==> src/rtl/gba_eeprom_host.sv <==
// gba_eeprom_host: serial initiator for the GBA cartridge EEPROM 1-bit protocol.
// Walks one 64-bit block read or write through the EEPROM responder beat by beat.
// Optional build macro GBA_EEPROM_HOST_STATS_EN adds saturating completion counters
// (stat_rd, stat_wr, stat_to); without it those ports and their logic are absent.
module gba_eeprom_host #(
  parameter int GAP      = 1,
  parameter int POLL_MAX = 1023
) (
  input  logic        clk,
  input  logic        rst_n,
  input  logic        model,
  input  logic        req_valid,
  output logic        req_ready,
  input  logic        req_write,
  input  logic [13:0] req_addr,
  input  logic [63:0] req_wdata,
  output logic        rsp_valid,
  output logic [63:0] rsp_rdata,
  output logic        rsp_timeout,
  output logic        busy,
  output logic        ee_cs,
  output logic        ee_valid,
  output logic        ee_write,
  output logic        ee_din,
  input  logic        ee_ready,
  input  logic        ee_dout
`ifdef GBA_EEPROM_HOST_STATS_EN
  ,
  output logic [15:0] stat_rd,
  output logic [15:0] stat_wr,
  output logic [7:0]  stat_to
`endif
);

  localparam logic [3:0] S_IDLE  = 4'd0;
  localparam logic [3:0] S_CMD   = 4'd1;
  localparam logic [3:0] S_ADDR  = 4'd2;
  localparam logic [3:0] S_WDATA = 4'd3;
  localparam logic [3:0] S_STOP  = 4'd4;
  localparam logic [3:0] S_RHEAD = 4'd5;
  localparam logic [3:0] S_RDATA = 4'd6;
  localparam logic [3:0] S_POLL  = 4'd7;
  localparam logic [3:0] S_DONE  = 4'd8;

  localparam int GW = (GAP > 1) ? $clog2(GAP) : 1;
  localparam int PW = $clog2(POLL_MAX + 1);

  logic [3:0]    state_q, state_d;
  logic          valid_q, valid_d;
  logic [GW-1:0] gap_q, gap_d;
  logic [6:0]    cnt_q, cnt_d;
  logic [PW-1:0] poll_q, poll_d;
  logic          samp_q, samp_d;   // first gap cycle after a read beat
  logic          sbit_q, sbit_d;   // held copy of the last sampled bit
  logic          model_q, model_d;
  logic          write_q, write_d;
  logic          to_q, to_d;
  logic [13:0]   addr_q, addr_d;   // MSB-aligned so [13] is always the next bit
  logic [63:0]   wdat_q, wdat_d;
  logic [63:0]   rsr_q, rsr_d;     // read shift register, published at completion
  logic [63:0]   rdata_q, rdata_d;
  logic          live_q;           // keeps req_ready low while reset is asserted

  logic          cur_bit;
  logic [6:0]    last_addr;
  logic          wr_state;

  // Beat-stream outputs are pure functions of registered state, so they hold while stalled.
  always_comb begin
    wr_state = (state_q == S_CMD) || (state_q == S_ADDR) ||
               (state_q == S_WDATA) || (state_q == S_STOP);
    ee_din = 1'b0;
    case (state_q)
      S_CMD:   ee_din = (cnt_q == 7'd0) ? 1'b1 : ~write_q;
      S_ADDR:  ee_din = addr_q[13];
      S_WDATA: ee_din = wdat_q[63];
      default: ee_din = 1'b0;
    endcase
  end

  assign ee_write    = wr_state;
  assign ee_valid    = valid_q;
  assign busy        = (state_q != S_IDLE);
  assign ee_cs       = busy;
  assign req_ready   = live_q && (state_q == S_IDLE);
  assign rsp_valid   = (state_q == S_DONE);
  assign rsp_timeout = rsp_valid && to_q;
  assign rsp_rdata   = rdata_q;

  // Next-state: beat handshake, gap countdown, then per-state sequencing at gap end.
  always_comb begin
    state_d = state_q;  valid_d = valid_q;  gap_d   = gap_q;   cnt_d   = cnt_q;
    poll_d  = poll_q;   samp_d  = samp_q;   sbit_d  = sbit_q;  model_d = model_q;
    write_d = write_q;  to_d    = to_q;     addr_d  = addr_q;  wdat_d  = wdat_q;
    rdata_d = rdata_q;
    // With GAP=1 the sample cycle is also the decision cycle, so use ee_dout directly.
    cur_bit   = samp_q ? ee_dout : sbit_q;
    rsr_d     = (samp_q && state_q == S_RDATA) ? {rsr_q[62:0], ee_dout} : rsr_q;
    last_addr = model_q ? 7'd13 : 7'd5;
    case (state_q)
      S_IDLE: begin
        if (req_valid && req_ready) begin
          state_d = S_CMD;
          valid_d = 1'b1;
          cnt_d   = 7'd0;
          poll_d  = '0;
          to_d    = 1'b0;
          samp_d  = 1'b0;
          model_d = model;
          write_d = req_write;
          addr_d  = model ? req_addr : {req_addr[5:0], 8'h00};
          wdat_d  = req_wdata;
        end
      end
      S_DONE: state_d = S_IDLE;
      default: begin
        if (valid_q) begin
          if (ee_ready) begin
            valid_d = 1'b0;
            gap_d   = GW'(GAP - 1);
            samp_d  = ~wr_state;
          end
        end else begin
          if (samp_q) begin
            sbit_d = ee_dout;
            samp_d = 1'b0;
          end
          if (gap_q != '0) begin
            gap_d = gap_q - GW'(1);
          end else begin
            valid_d = 1'b1;
            cnt_d   = cnt_q + 7'd1;
            case (state_q)
              S_CMD: if (cnt_q == 7'd1) begin state_d = S_ADDR; cnt_d = 7'd0; end
              S_ADDR: begin
                addr_d = {addr_q[12:0], 1'b0};
                if (cnt_q == last_addr) begin
                  state_d = write_q ? S_WDATA : S_STOP;
                  cnt_d   = 7'd0;
                end
              end
              S_WDATA: begin
                wdat_d = {wdat_q[62:0], 1'b0};
                if (cnt_q == 7'd63) begin state_d = S_STOP; cnt_d = 7'd0; end
              end
              S_STOP: begin
                state_d = write_q ? S_POLL : S_RHEAD;
                cnt_d   = 7'd0;
              end
              S_RHEAD: if (cnt_q == 7'd3) begin state_d = S_RDATA; cnt_d = 7'd0; end
              S_RDATA: begin
                if (cnt_q == 7'd63) begin
                  state_d = S_DONE;
                  valid_d = 1'b0;
                  rdata_d = rsr_d;
                end
              end
              S_POLL: begin
                if (cur_bit) begin
                  state_d = S_DONE;
                  valid_d = 1'b0;
                end else if (poll_q == PW'(POLL_MAX - 1)) begin
                  state_d = S_DONE;
                  valid_d = 1'b0;
                  to_d    = 1'b1;
                end else begin
                  poll_d = poll_q + PW'(1);
                end
              end
              default: state_d = S_IDLE;
            endcase
          end
        end
      end
    endcase
  end

  // State registers; reset abandons any transfer without a completion pulse.
  always_ff @(posedge clk or negedge rst_n) begin
    if (!rst_n) begin
      state_q <= S_IDLE;  valid_q <= 1'b0;  gap_q   <= '0;     cnt_q   <= 7'd0;
      poll_q  <= '0;      samp_q  <= 1'b0;  sbit_q  <= 1'b0;   model_q <= 1'b0;
      write_q <= 1'b0;    to_q    <= 1'b0;  addr_q  <= 14'd0;  wdat_q  <= 64'd0;
      rsr_q   <= 64'd0;   rdata_q <= 64'd0; live_q  <= 1'b0;
    end else begin
      state_q <= state_d;  valid_q <= valid_d;  gap_q   <= gap_d;   cnt_q   <= cnt_d;
      poll_q  <= poll_d;   samp_q  <= samp_d;   sbit_q  <= sbit_d;  model_q <= model_d;
      write_q <= write_d;  to_q    <= to_d;     addr_q  <= addr_d;  wdat_q  <= wdat_d;
      rsr_q   <= rsr_d;    rdata_q <= rdata_d;  live_q  <= 1'b1;
    end
  end

`ifdef GBA_EEPROM_HOST_STATS_EN
  logic [15:0] stat_rd_q, stat_wr_q;
  logic [7:0]  stat_to_q;

  // Saturating completion counters, bumped in the completion cycle.
  always_ff @(posedge clk or negedge rst_n) begin
    if (!rst_n) begin
      stat_rd_q <= 16'd0;
      stat_wr_q <= 16'd0;
      stat_to_q <= 8'd0;
    end else if (state_q == S_DONE) begin
      if (write_q && stat_wr_q != 16'hFFFF) stat_wr_q <= stat_wr_q + 16'd1;
      if (!write_q && stat_rd_q != 16'hFFFF) stat_rd_q <= stat_rd_q + 16'd1;
      if (to_q && stat_to_q != 8'hFF) stat_to_q <= stat_to_q + 8'd1;
    end
  end

  assign stat_rd = stat_rd_q;
  assign stat_wr = stat_wr_q;
  assign stat_to = stat_to_q;
`endif

endmodule

==> config.mk <==
export PLATFORM = sky130hd
export DESIGN_NAME = gba_eeprom_host
export DESIGN_NICKNAME = d
export VERILOG_FILES = /design/src/rtl/gba_eeprom_host.sv
export SDC_FILE = /design/constraint.sdc
export NUM_CORES = 1
export LEC_CHECK = 0
export BUFFER_PORTS_ARGS = -buffer_cell sky130_fd_sc_hd__buf_4
export CAP_MARGIN = 20
export CORE_UTILIZATION = 25
export DETAILED_ROUTE_END_ITERATION = 12
export MAX_ROUTING_LAYER = met4
export PLACE_DENSITY = 0.42
export SLEW_MARGIN = 20
export SYNTH_ARGS = -nofsm -noshare
export SYNTH_HDL_FRONTEND = slang
export SYNTH_SLANG_ARGS = --single-unit
export TNS_END_PERCENT = 5
==> constraint.sdc <==
create_clock -name clk -period 4.5 [get_ports clk]
set_input_delay 0.225 -clock clk [delete_from_list [all_inputs] [get_ports clk]]
set_output_delay 0.225 -clock clk [all_outputs]
set_load 0.02 [all_outputs]
==> out/qor.txt, run 1 <==
I/O Buffers: 156
Yosys top cell area share: 0.583
synth cell count leaders: dfrtp_1, nand2_1, mux2_2
Final Max Tran Viols: 0
# setup viols final: 0
Area Overhead vs Synth: 33.0%
layout cells sized above 1: 0.313
Core Region: 0.0396 mm2
RSZ-0062 raised after global routing: false
Row Count: 73
# diodes: 0
Skew-Pair Late Insertion Delay: 540 ps
CTS root buf: clkbuf_16
buffers and inverters on the worst path: 3
placed insts: 1544
skew final: 10.6 ps
CP endpoint kind: output pin
WL per Instance: 15.1 um
Power Dens Cells: 360 mW/mm2
most frequent cell after synthesis: dfrtp_1
first-pass GRT wire length: 41400 um
CP Launch Type: register
boundary pin count: 157
CTS tree: done
Routed Antenna Nets: 0
clk buf depth: 3
Leakage: 6.51 nW
worst vdd ir: 0.271 mV
relative slew slack: 0.362
Synth Warn #: 0
Power Total: 0.00481 W
max incr delay on CP: 760 ps
worst min-delay path class: in2reg
Highest Clock Rate: 324 MHz
Tcrit/Tclk final: 0.686
maxcap violations: 0
Die W: 202 um
CTS buffer count: 28
largest cells by area after synthesis: dfrtp_1, mux2_2, nand2_1, a31oi_1, nor2_1
critical path's top delay family: buffers and inverters
asr flop ratio synth: 1.00
Final Wtd Congestion: 0.775
CP Max Fanout: 84
Tot GR Track Use: 0.127
setup TNS: 0 ps
Cell variety after synth: 51
Hold Vio Cnt, Final: 0
H-Tree Level Count: 1
CP required: 4280 ps
Pre-antenna DRT Iters: 6
clock-pin slew of the registers on the worst-case setup and hold paths: 60 ps
Initial Util: 0.253
quantity of gates resized following cts: 0
Worst EP arrival: 2860 ps
critical path type: reg2out
final std cells w/o fill: 1664
Post-route DRC: 0
vias in the first global route: 7571
WL final: 25100 um
DP HPWL: 15600 um
worst path cell trace: nor4_4 -> inv_2 -> buf_4 -> buf_4
clock sink count: 234
Worst path slowest cell: nor4_4
post-synth top area cell: dfrtp_1
Hold Buf Count CTS: 68
minimum clock period: 3090 ps
Die H: 202 um
routed vias/inst: 4.45
Synth Instances: 914
synthesized area: 0.0100 mm2
DR vias: 7398
largest net degree at the start of global routing: 119
gr ovfl total: 0
nets: 1207
Die Area: 0.0410 mm2
register area share after synthesis: 0.583
count of state elements after synthesis: 234
actual slew at the worst max-slew pin: 957 ps
Setup Buffers After CTS: 0
Avg Inst Size Synth: 11.0 um2
Post-synth top flop: dfrtp_1
drt initial violations: 333
Post-synth EDFFs: 0
syn nets: 1004
outcome: complete, no violations
initial antenna violation count: 0
Critical Path Most Common Cell: buf_4
[per-layer routing]
layer	GRT usage	wire, um	vias up
met2	0.203	12000	124
met5	-	0	-
met1	0.168	11700	3627
met4	0.0330	506	0
li1	-	-	3610
met3	0.0207	945	37
[sequential cells by signal, summed over array words and instances, names as in the netlist, 4 cells and up]
name       count
state_q        4
poll_q        10
rsr_q         64
addr_q        14
cnt_q          7
wdat_q        64
rsp_rdata     64
[report_power, final]
part	switching (W)	total, W	internal, W	leakage [nW]
registers	0.0000506	0.00219	0.00214	2.91
logic	0.000224	0.000394	0.000171	3.13
clock network	0.000891	0.00222	0.00133	0.464
total	0.00117	0.00481	0.00364	6.51
[cells by family after synthesis]
family | count (synthesis) | synth area share
and+or+nand+nor | 311 | 0.134
DFF | 234 | 0.583
AOI/OAI and AO/OA | 151 | 0.0928
muxes | 140 | 0.156
buffers and inverters | 71 | 0.0273
adders and majority gates | 5 | 0.00623
other | 1 | 0.000373
xor gates and xnor gates | 1 | 0.000872
[cell usage in the layout (no fill, tap or decap), types with 2 or more instances in the layout]
| master | instances |
|---|---|
| o41ai_1 | 4 |
| or2_2 | 2 |
| clkinv_2 | 11 |
| nor3_1 | 8 |
| o21ai_0 | 27 |
| ha_1 | 5 |
| a21oi_1 | 29 |
| a31oi_1 | 65 |
| a21o_1 | 2 |
| clkbuf_16 | 29 |
| clkbuf_1 | 5 |
| nor2b_1 | 3 |
| buf_12 | 2 |
| mux2i_1 | 7 |
| o211ai_1 | 2 |
| clkbuf_8 | 6 |
| or3_1 | 2 |
| nand2_1 | 162 |
| and3_1 | 13 |
| nand3b_1 | 3 |
| a211oi_1 | 2 |
| o21a_1 | 2 |
| o22ai_1 | 3 |
| or4_1 | 6 |
| nor2_1 | 81 |
| dfrtp_1 | 234 |
| dlygate4sd3_1 | 68 |
| inv_1 | 9 |
| buf_4 | 163 |
| nand3_1 | 14 |
| mux2_2 | 133 |
| o31ai_1 | 5 |
| nand4_1 | 5 |
| and2_1 | 3 |
[cell type report]
| class | count | area [um2] |
|---|---|---|
| inverters | 10 | 37.5 |
| well taps | 525 | 657 |
| clock inverters | 12 | 85.1 |
| multi-input cells | 609 | 3940 |
| clock buffers | 40 | 827 |
| repair buffers | 234 | 1960 |
| flip-flops and latches | 234 | 5860 |
| fillers | 4121 | 26300 |
[tightest hold or removal path, delay by kind of cell]
family                 cells  cell delay [ps]
and+or+nand+nor            2              120
buffers and inverters      1              170
[stage by stage]
step                 util  area, um2  setup WS (ps)  hold WS (ps)
floorplan               -      10000           2100         -70.6
CTS                 0.337      13400           1390         0.430
global placement    0.297      11800           1650           416
global route        0.337      13400           1170          43.2
detailed placement  0.297      11800           1520           409
finish              0.337      13400           1410          23.7
[path summary, 6_finish.rpt]
check | from | endpoint | slack [ps] | cells after the start
min in group asynchronous | rst_n | rsp_rdata[52] | 370 | 2
worst max register to register | state_q[0] | wdat_q[11] | 1560 | 6
worst min register to register | addr_q[12] | addr_q[12] | 480 | 2
max in group asynchronous | rst_n | rsp_rdata[23] | 2940 | 3
worst min-delay path | model | model_q | 20 | 3
worst max-delay path | state_q[0] | ee_cs | 1410 | 4
Power figures use the tool's default switching activity.
==> inputs of run 2 (changes only) <==
PLACE_DENSITY = 0.43   (was 0.42)
clock period = 2.6 ns   (was 4.5 ns; I/O delays follow)
==> out/qor.txt, run 2 (synthesis gave the netlist of run 1 again) <==
drt initial violations: 367
# setup viols final: 0
Tcrit/Tclk final: 0.941
minimum clock period: 2450 ps
CTS tree: done
CP endpoint kind: output pin
gr ovfl total: 0
skew final: 13.7 ps
CP required: 2470 ps
vias in the first global route: 7824
Internal: 0.00646 W
final std cells w/o fill: 1694
CTS root buf: clkbuf_16
Initial Util: 0.253
first-pass GRT wire length: 41800 um
largest net degree at the start of global routing: 67
area post-placement: 0.0120 mm2
DP HPWL: 16100 um
Worst path slowest cell: dfrtp_1
Tot GR Track Use: 0.128
Core Region: 0.0396 mm2
clk buf depth: 3
Final Wtd Congestion: 0.757
routed vias/inst: 4.46
max incr delay on CP: 430 ps
WL per Instance: 14.8 um
sequential share of power: 0.446
worst setup slack after layout: 152 ps
most frequent cells in the layout: dfrtp_1, buf_4, nand2_1
worst min-delay path class: in2reg
combinational power share: 0.087
Row Count: 73
CP Launch Type: register
Final Max Tran Viols: 0
Hold Vio Cnt, Final: 0
clock-pin slew of the registers on the worst-case setup and hold paths: 60 ps
Leakage: 6.69 nW
Die W: 202 um
Die H: 202 um
layout cells sized above 1: 0.322
Critical Path Most Common Cell: buf_4
critical path type: reg2out
Psw: 0.00205 W
setup TNS: 0 ps
Routed Antenna Nets: 0
Highest Clock Rate: 409 MHz
Clk network pwr share: 0.467
commonest non-fill, non-tap cell in the layout: dfrtp_1
Post-route DRC: 0
CP Max Fanout: 52
Area Overhead vs Synth: 36.6%
H-Tree Level Count: 1
# diodes: 0
placed insts: 1563
nets: 1238
Skew-Pair Late Insertion Delay: 550 ps
Final Cell Area: 0.0137 mm2
r2r worst-path depth: 7
Power Dens Cells: 620 mW/mm2
actual slew at the worst max-slew pin: 542 ps
I/O Buffers: 156
Pre-antenna DRT Iters: 6
clock sink count: 234
Die Area: 0.0410 mm2
dpl ws: 148 ps
worst vdd ir: 0.445 mV
DR vias: 7559
boundary pin count: 157
initial antenna violation count: 0
# fillers: 4083
CTS buffer count: 29
outcome: complete, no violations
maxcap violations: 0
Worst EP arrival: 2320 ps
RSZ-0062 raised after global routing: false
WHS Path Cells: 4
relative slew slack: 0.639
WL final: 25000 um
worst path cell trace: nor4_4 -> inv_2 -> buf_4 -> buf_8 -> buf_4
Sw Share: 0.241
[run 2: changes by cell type in the layout (fill, tap and decap cells not counted), moves of 3 or more]
cell / delta
clkbuf_1: +3
dlygate4sd3_1: +9
buf_12: +5
clkinv_2: -7
buf_4: +14
[run 2: cell type report]
cell class	count	area [um2]	share of cell area
clock buffer	43	838	0.0611
timing repair buffer	264	2280	0.166
tap	525	657	0.0479
inverter	10	37.5	0.00273
multi-input combinational	609	3950	0.288
sequential	234	5860	0.427
clock inverter	9	105	0.00766
[run 2: final timing paths]
| check | start | endpoint | slack [ps] |
|---|---|---|---|
| min in group asynchronous | rst_n | rsp_rdata[53] | 110 |
| worst min-delay path | req_addr[1] | addr_q[1] | 20 |
| max in group asynchronous | rst_n | wdat_q[33] | 1760 |
| worst max-delay path | state_q[1] | busy | 150 |
| worst min register to register | addr_q[12] | addr_q[12] | 490 |
| worst max register to register | cnt_q[1] | state_q[3] | 160 |
[run 2: power groups by stage]
stage | clock [W] | combinational [W] | sequential [W]
2_1_floorplan | 0 | 0.000338 | 0.00383
3_3_place_gp | 0 | 0.000661 | 0.00386
3_5_place_dp | 0 | 0.000662 | 0.00386
4_1_cts | 0.00413 | 0.000759 | 0.00379
5_1_grt | 0.00429 | 0.000827 | 0.00381
6_report | 0.00397 | 0.000743 | 0.00380
[run 2: stage by stage]
stage / total power, W / utilization / hold slack, ps
final: 0.00851 / 0.346 / 24.2
after detailed placement: 0.00452 / 0.302 / 111
after CTS: 0.00868 / 0.345 / 1.15
after global placement: 0.00452 / 0.302 / 132
after global routing: 0.00893 / 0.346 / 49.1
after floorplan: 0.00416 / - / -166
[run 2: worst max-delay path, delay by kind of cell, from the launching register on]
| kind | cells | cell delay (ps) |
|---|---|---|
| buffers and inverters | 4 | 880 |
| flip-flops | 1 | 430 |
| AND/OR/NAND/NOR | 1 | 420 |
[run 2: routing by layer]
layer  wire (um)  vias up  part of all wire  global-route usage
met5           0        -                 0                   -
met4         714        0             0.029              0.0389
met2       12000      119              0.48               0.205
met1       11300     3718              0.45               0.163
li1            -     3668                 -                   -
met3         938       54             0.037              0.0239
[run 2: repair_timing]
action,in CTS,in global routing
gates cloned,0,0
pin swaps,0,1
buffers inserted,0,2
endpoints found under the hold margin,185,0
gates resized for setup,2,4
setup endpoints to repair,2,3
hold buffers,77,0
==> inputs of run 3 (changes only) <==
==> constraint.sdc (replaced) <==
create_clock -name clk -period 2.6 [get_ports clk]
set_input_delay 0.13 -clock clk [delete_from_list [all_inputs] [get_ports clk]]
set_output_delay 0.13 -clock clk [all_outputs]
set_load 0.05 [all_outputs]
==> out/qor.txt, run 3 (synthesis gave the netlist of run 1 again) <==
Core Region: 0.0396 mm2
# diodes: 0
Final Wtd Congestion: 0.764
DP HPWL: 15900 um
clk buf depth: 3
CP required: 2470 ps
Power Dens Cells: 631 mW/mm2
H-Tree Level Count: 1
Initial Util: 0.253
layout cells sized above 1: 0.325
# setup viols final: 0
I/O Buffers: 156
WL per Instance: 14.7 um
Area Overhead vs Synth: 36.8%
Die W: 202 um
Die Area: 0.0410 mm2
CP Launch Type: register
Internal: 0.00654 W
Skew-Pair Late Insertion Delay: 560 ps
boundary pin count: 157
most frequent cells in the layout: dfrtp_1, buf_4, nand2_1
maxcap violations: 0
placed insts: 1559
CTS root buf: clkbuf_16
Worst path slowest cell: dfrtp_1
Post-route DRC: 0
clock sink count: 234
combinational power share: 0.089
Psw: 0.00214 W
Levels on crit path: 5
final core occ: 0.347
Row Count: 73
hold_ws: 28.5 ps
initial antenna violation count: 0
final std cells w/o fill: 1690
CTS tree: done
Worst Setup EP: req_ready
worst r2r src: cnt_q[1]
DR vias: 7510
nets: 1233
max incr delay on CP: 500 ps
commonest non-fill, non-tap cell in the layout: dfrtp_1
Worst EP arrival: 2330 ps
first-pass GRT wire length: 41200 um
drt initial violations: 323
CP Launch Point: state_q[2]
gr ovfl total: 0
# fillers: 4032
critical path type: reg2out
clock-pin slew of the registers on the worst-case setup and hold paths: 60 ps
r2r worst-path depth: 7
Critical Path Most Common Cell: buf_4
CP Max Fanout: 66
RSZ-0062 raised after global routing: true
skew final: 10.7 ps
setup TNS: 0 ps
worst path cell trace: buf_4 -> nor4_4 -> buf_12 -> and2_1 -> buf_4
CP endpoint kind: output pin
minimum clock period: 2460 ps
Die H: 202 um
Routed Antenna Nets: 0
worst min-delay path class: in2reg
vias in the first global route: 7751
outcome: complete, no violations
Hold Vio Cnt, Final: 0
sequential share of power: 0.438
routed vias/inst: 4.44
buffers and inverters on the worst path: 3
Tcrit/Tclk final: 0.946
Sw Share: 0.246
Highest Clock Rate: 407 MHz
Pre-antenna DRT Iters: 7
Clk network pwr share: 0.474
Leakage: 6.69 nW
Tot GR Track Use: 0.126
flop-to-flop setup slack: 140 ps
worst vdd ir: 0.417 mV
CTS buffer count: 28
WL final: 24900 um
Final Max Tran Viols: 0
critical path's top delay family: buffers and inverters
largest net degree at the start of global routing: 70
actual slew at the worst max-slew pin: 694 ps
Worst R2R End: state_q[3]
relative slew slack: 0.536
## run 3: metal layers
metal,vias up,part of all wire,track usage
li1,3661,-,-
met1,3701,0.47,0.161
met2,111,0.48,0.206
met3,37,0.031,0.0226
met4,0,0.024,0.0330
met5,-,0,-
## run 3: worst min-delay path by stage
stage	startpoint	endpoint	slack, ps	depth (start not counted)
global placement	rst_n	rsp_rdata[53]	120	1
finish	req_addr[10]	addr_q[10]	30	5
detailed placement	rst_n	rsp_rdata[53]	120	1
global route	req_addr[12]	addr_q[12]	50	5
CTS	req_addr[11]	addr_q[11]	8	5
floorplan	rst_n	addr_q[0]	-170	0
## run 3: stage by stage
stage,worst slack [ps],cell area (um2),power (W)
4_1_cts,15.3,13700,0.00887
6_report,141,13700,0.00867
5_1_grt,-3.58,13700,0.00909
3_5_place_dp,134,11900,0.00455
3_3_place_gp,151,11900,0.00454
2_1_floorplan,148,10000,0.00419
## run 3: final cells by class
type,instances,area (um2),area share
sequential,234,5860,0.426
timing repair buffer,260,2260,0.164
tap,525,657,0.0478
multi-input combinational,609,3960,0.288
inverter,10,37.5,0.00273
clock buffer,33,759,0.0553
clock inverter,19,219,0.0159
## run 3: worst min-delay path: stages
cell	delay, ps
buf_4	70
mux2i_1	70
nor2_1	90
a21oi_1	40
o21ai_0	140
## run 3: repair_timing
action	4_1_cts	5_1_grt
cloned	0	0
resized for setup	2	5
hold buffers	79	0
endpoints found under the setup margin	1	5
setup buffers	0	0
endpoints found under the hold margin	188	0
## run 3: power by group through the flow
stage | Combinational [W] | Clock, W | Sequential, W
6_report | 0.000769 | 0.00411 | 0.00380
5_1_grt | 0.000857 | 0.00442 | 0.00381
4_1_cts | 0.000784 | 0.00429 | 0.00380
3_5_place_dp | 0.000686 | 0 | 0.00386
3_3_place_gp | 0.000678 | 0 | 0.00386
2_1_floorplan | 0.000343 | 0 | 0.00385
